File: src/rtl/spi_slave_responder.sv
// ---------------------------------------------------------------------------
// spi_slave_responder
//   Oversampled SPI slave. The asynchronous sck/ss_L/mosi pins are brought
//   into the clk domain, and one WID-bit word is exchanged per ss_L frame,
//   MSB first. The kernel side uses an arm/finished handshake: arm latches
//   the outgoing word, and finished reports the end of the frame until arm
//   drops.
//
// Parameters
//   WID       bits per word (2..64)
//   POLARITY  idle level of sck (CPOL)
//   PHASE     0: sample on leading edge, 1: sample on trailing edge (CPHA)
//
// Ports
//   clk, rst     system clock (>= 8x sck), synchronous active-high reset
//   sck, ss_L    SPI clock and active-low select (asynchronous)
//   mosi, miso   master-out / slave-out data; miso is 0 outside XFER
//   to_master    word sent to the master, latched when arm rises in IDLE
//   from_master  last word completely received from the master
//   arm          kernel request to accept one transfer
//   finished     frame over (good or errored), held until arm goes low
//   err          last frame ended before WID bits were sampled
// ---------------------------------------------------------------------------
module spi_slave_responder #(
  parameter int WID      = 24,
  parameter bit POLARITY = 1'b0,
  parameter bit PHASE    = 1'b0
) (
  input  logic           clk,
  input  logic           rst,
  input  logic           sck,
  input  logic           ss_L,
  input  logic           mosi,
  output logic           miso,
  input  logic [WID-1:0] to_master,
  output logic [WID-1:0] from_master,
  input  logic           arm,
  output logic           finished,
  output logic           err
);

  localparam int CW = $clog2(WID + 1);

  typedef enum logic [1:0] {
    IDLE    = 2'd0,
    WAIT_SS = 2'd1,
    XFER    = 2'd2,
    DONE    = 2'd3
  } state_t;

  state_t state, state_nx;

  logic sck_p0, sck_p1, sck_p2;
  logic ss_p0, ss_p1, ss_p2;
  logic mosi_p0, mosi_p1;

  logic [WID-1:0] tx_sr;
  logic [WID-1:0] rx_sr;
  logic [CW-1:0]  bit_cnt;

  logic lead_edge, trail_edge, sample_edge, shift_edge;
  logic ss_fall, ss_rise, cnt_full, first_lead;

  // Synchronizer stages p0/p1; p2 is the edge-detect history stage.
  // Deliberately not reset: after a reset they still track the pins, so a
  // select that was already low never produces a false falling edge.
  always_ff @(posedge clk) begin
    sck_p0  <= sck;
    sck_p1  <= sck_p0;
    sck_p2  <= sck_p1;
    ss_p0   <= ss_L;
    ss_p1   <= ss_p0;
    ss_p2   <= ss_p1;
    mosi_p0 <= mosi;
    mosi_p1 <= mosi_p0;
  end

  // Edge decode on the p1/p2 boundary; mosi_p1 is aligned with sck_p1.
  assign lead_edge   = (sck_p2 == POLARITY) && (sck_p1 != POLARITY);
  assign trail_edge  = (sck_p2 != POLARITY) && (sck_p1 == POLARITY);
  assign sample_edge = PHASE ? trail_edge : lead_edge;
  assign shift_edge  = PHASE ? lead_edge  : trail_edge;
  assign ss_fall     = ss_p2 & ~ss_p1;
  assign ss_rise     = ~ss_p2 & ss_p1;
  assign cnt_full    = (bit_cnt == CW'(WID));
  // With PHASE=1 the MSB is already on miso before the first leading edge,
  // so that edge must not shift it away.
  assign first_lead  = PHASE && (bit_cnt == '0);

  always_ff @(posedge clk) begin
    if (rst) begin
      state <= IDLE;
    end else begin
      state <= state_nx;
    end
  end

  always_comb begin
    state_nx = state;
    case (state)
      IDLE: begin
        if (arm) state_nx = WAIT_SS;
      end
      WAIT_SS: begin
        if (!arm)        state_nx = IDLE;
        else if (ss_fall) state_nx = XFER;
      end
      XFER: begin
        if (!arm)        state_nx = IDLE;
        else if (ss_rise) state_nx = DONE;
      end
      DONE: begin
        if (!arm) state_nx = IDLE;
      end
      default: state_nx = IDLE;
    endcase
  end

  always_ff @(posedge clk) begin
    if (rst) begin
      tx_sr       <= '0;
      rx_sr       <= '0;
      bit_cnt     <= '0;
      from_master <= '0;
      err         <= 1'b0;
    end else begin
      case (state)
        IDLE: begin
          if (arm) begin
            tx_sr <= to_master;
            err   <= 1'b0;
          end
        end
        WAIT_SS: begin
          if (arm && ss_fall) begin
            bit_cnt <= '0;
            rx_sr   <= '0;
          end
        end
        XFER: begin
          if (arm) begin
            // End of frame takes priority over a coincident sample edge.
            if (ss_rise) begin
              if (cnt_full) begin
                from_master <= rx_sr;
                err         <= 1'b0;
              end else begin
                err <= 1'b1;
              end
            end else begin
              if (sample_edge && !cnt_full) begin
                rx_sr   <= {rx_sr[WID-2:0], mosi_p1};
                bit_cnt <= bit_cnt + CW'(1);
              end
              if (shift_edge && !cnt_full && !first_lead) begin
                tx_sr <= {tx_sr[WID-2:0], 1'b0};
              end
            end
          end
        end
        default: ;
      endcase
    end
  end

  assign miso     = (state == XFER && !cnt_full) ? tx_sr[WID-1] : 1'b0;
  assign finished = (state == DONE);

endmodule

File: config.mk
export PLATFORM = sky130hd
export DESIGN_NAME = spi_slave_responder
export DESIGN_NICKNAME = d
export VERILOG_FILES = /design/src/rtl/spi_slave_responder.sv
export SDC_FILE = /design/constraint.sdc
export NUM_CORES = 1
export LEC_CHECK = 0
export CELL_PAD_IN_SITES_DETAIL_PLACEMENT = 1
export CELL_PAD_IN_SITES_GLOBAL_PLACEMENT = 2
export CORE_MARGIN = 3
export CORE_UTILIZATION = 29
export CTS_CLUSTER_SIZE = 14
export DETAILED_ROUTE_END_ITERATION = 10
export GPL_TIMING_DRIVEN = 1
export PLACE_DENSITY_LB_ADDON = 0.3
export SETUP_SLACK_MARGIN = 0.1
export SLEW_MARGIN = 20
export SYNTH_ARGS = -nofsm -noshare
export SYNTH_HDL_FRONTEND = slang
export SYNTH_SLANG_ARGS = --single-unit
File: constraint.sdc
create_clock -name clk -period 2.6 [get_ports clk]
set_input_delay 0.52 -clock clk [delete_from_list [all_inputs] [get_ports clk]]
set_output_delay 0.52 -clock clk [all_outputs]
set_load 0.01 [all_outputs]
==> impl_metrics.env <==
export IMPL_outcome="finished, final reports clean"
export IMPL_synth_area_um2=3775
export IMPL_first_global_vias=3242
export IMPL_relSlewSlack=0.3686
export IMPL_fin_setup_tns_ps=0
export IMPL_synth_seq_cells=88
export IMPL_cts_buffer_depth=2
export IMPL_power_frac_comb=0.075
export IMPL_yosys_area_share_simple=0.1936
export IMPL_endpoint_kind="primary output"
export IMPL_antenna_found_initial=0
export IMPL_hold_viol=0
export IMPL_syn_inst=419
export IMPL_synth_top_cell_area_share=0.4667
export IMPL_cp_start_kind="register"
export IMPL_fill_cells=1478
export IMPL_drc_errors=0
export IMPL_placedCellCount=627
export IMPL_p_switching_uw=651.9
export IMPL_fin_crit_sh=0.8503
export IMPL_grt_total_usage=0.1392
export IMPL_cp_max_fo=5
export IMPL_dieWidth_um=120.1
export IMPL_synth_compound_area_frac=0.2612
export IMPL_dpl_hpwl_um=6111
export IMPL_worstPathRequired_ps=2080
export IMPL_peakVddDrop_mv=0.2703
export IMPL_max_freq_ghz=0.4523
export IMPL_path_clk_slew_ps=60
export IMPL_layout_area_overhead_vs_synth_pct=26.72
export IMPL_grt_overflow_total=0
export IMPL_final_cell_area_um2=4783
export IMPL_grt_max_degree=39
export IMPL_route_detailed_wl_per_inst_um=14.68
export IMPL_drt_first_pass_iters=4
export IMPL_htreeDepth=3
export IMPL_ant_nets=0
export IMPL_avgViaCountPerCell=4.857
export IMPL_pwr_density_cell_nw_per_um2=613.5
export IMPL_p_seq_frac=0.479
export IMPL_rows=41
export IMPL_yosys_area_top_type="dfxtp_1"
export IMPL_synth_fp_nets=451
export IMPL_grt_first_pass_wirelength_um=16220
export IMPL_leakage_nw=1.641
export IMPL_clkPwrFrac=0.446
export IMPL_layout_drive_gt1_share=0.1504
export IMPL_hold_path_class="reg2reg"
export IMPL_core_area_um2=12670
export IMPL_dieArea_um2=14420
export IMPL_initialDrtViolationCount=147
export IMPL_synth_edf_count=0
export IMPL_wirelength_um=9454
export IMPL_ys_types=42
export IMPL_final_cells=644
export IMPL_die_y_um=120.1
export IMPL_crit_path_start="bit_cnt[0]$_SDFFE_PP0P_"
export IMPL_ys_seq_area_frac=0.4667
export IMPL_setup_viol=0
export IMPL_ys_warn_count=0
export IMPL_critPathArrivalTime_ps=1690
export IMPL_io_pins=57
export IMPL_syn_area_per_cell_um2=9.009
export IMPL_cts_tree="yes"
export IMPL_maxSlewViolCount=0
export IMPL_cell_internal_pwr_mw=2.283
export IMPL_period_needed_ps=2211
export IMPL_cts_hold_buf=0
export IMPL_insertion_delay_ps=340
export IMPL_rsz0062_at_grt="no"
export IMPL_diodes=0
export IMPL_synth_xor_area_share=0
export IMPL_num_vias=3128
export IMPL_swShare=0.2221
export IMPL_cts_root_buf="clkbuf_16"
export IMPL_cts_sinks=88
export IMPL_start_util=0.2979
export IMPL_cap_violations=0
export IMPL_critPathKind="reg2out"
export IMPL_final_seq_area_um2=1763
export IMPL_finalWeightedCongestion=0.7196
export IMPL_multi_input_area_um2=1789
export IMPL_synthTopCellsByArea="dfxtp_1, nand2_1, a311oi_2"
export IMPL_ys_flop_type="dfxtp_1"
export IMPL_hold_start="sck_p0$_DFF_P_"
export IMPL_synth_top_family_by_area="compound AO/OA/AOI/OAI gates"
export IMPL_dpl_cell_area_um2=4472
export IMPL_r2r_start="bit_cnt[0]$_SDFFE_PP0P_"
export IMPL_synthAdderAreaFrac=0.006629
export IMPL_tightest_slew_ps=947.2
export IMPL_io_buffers=56
export IMPL_fin_nets=499
export IMPL_synthArstFlopShare=0
export IMPL_fin_skew_ps=5.678
export IMPL_synthMuxAreaShare=0.01094
export IMPL_cts_buffers=9
critical path, cell delays in order (launching register included):
cell and delay, ps:
dfxtp_2 360, inv_1 50, ha_1 190, and4b_2 230
nor2_2 120, and2_1 130, dlygate4sd2_1 260
path summary, 6_finish.rpt:
check | cells after the start | slack (ps) | to
setup / recovery | 6 | 390 | miso
hold / removal | 0 | 330 | sck_p1$_DFF_P_
setup reg to reg | 8 | 440 | tx_sr[12]$_SDFFE_PP0P_
hold reg to reg | 0 | 330 | sck_p1$_DFF_P_
area by class of cell:
type	instances	area share
Clock inverter	3	0.008370
Multi-Input combinational cell	288	0.3741
Tap cell	172	0.04499
Inverter	5	0.003924
Clock buffer	13	0.05441
Timing Repair Buffer	75	0.1457
Sequential cell	88	0.3686
layer usage:
layer	share of wire	wire, um	global-route usage
met5	0	0	0
met4	0.010	99	0.04080
met3	0.037	353	0.04571
met2	0.44	4145	0.2107
met1	0.51	4855	0.1891
timing repair:
item	4_1_cts	5_1_grt
setup buffers	1	0
endpoints found under the setup margin	1	0
gates resized for setup	4	0
synthesized netlist by cell type, drive strengths merged, types with 3 or more instances:
| library cell | number |
|---|---|
| and2 | 3 |
| a31o | 10 |
| clkbuf | 26 |
| buf | 12 |
| nor2 | 5 |
| nor2b | 14 |
| a21oi | 58 |
| nand2 | 97 |
| nand2b | 20 |
| nand3 | 4 |
| mux2i | 3 |
| a311oi | 24 |
| o41ai | 11 |
| inv | 5 |
| o21ai | 13 |
| dfxtp | 88 |
| o32ai | 3 |
kinds of logic (layout without fill, tap and decap cells):
| logic type | count (synthesis) | count (layout) |
|---|---|---|
| adder cells (fa/ha/maj) | 2 | 2 |
| multiplexers | 4 | 4 |
| flip-flops | 88 | 88 |
| AO/OA/AOI/OAI | 127 | 127 |
| AND/OR/NAND/NOR | 155 | 155 |
| buffers and inverters | 43 | 96 |
power by group through the flow:
stage	Clock, mW	Combinational (mW)	Sequential (mW)
global route	1.41	0.240	1.41
detailed placement	0	0.221	1.44
floorplan	0	0.146	1.43
CTS	1.35	0.222	1.41
finish	1.31	0.219	1.41
global placement	0	0.217	1.44
sequential cells by signal, indices dropped and copies added (netlist names):
name	count
sck_p0	1
ss_p0	1
ss_p2	1
rx_sr	24
state	2
sck_p1	1
mosi_p0	1
ss_p1	1
sck_p2	1
err	1
tx_sr	24
mosi_p1	1
from_master	24
bit_cnt	5
through the flow:
step,hold WS [ps],power (mW),util,setup slack [ps]
floorplan,309.6,1.577,-,623.4
global placement,316.3,1.652,0.3529,132.6
detailed placement,315.1,1.657,0.3529,205.8
CTS,330.0,2.982,0.3775,358.3
global route,336.7,3.065,0.3775,269.0
finish,329.1,2.935,0.3775,389.1
placed cells by master (no fill, tap or decap), types with 2 or more instances in the layout:
cell type and count:
nand2_1 97, clkbuf_8 2, a211oi_1 2, nor3_1 2
a311oi_1 4, a21oi_1 58, o32ai_1 3, o41ai_1 10
a311oi_2 20, nand2b_1 20, dfxtp_1 87, clkdlybuf4s50_1 54
and2_1 3, nand3_1 4, a31o_1 3, buf_4 19
clkinv_2 2, nor3b_1 2, nor2_2 2, clkbuf_1 2
ha_1 2, a31o_2 7, nor2b_1 13, inv_1 5
clkbuf_16 9, o21ai_0 13, mux2i_1 3, o22ai_1 2
nor2_1 3
Note: power is estimated with default switching activity, not from simulation.
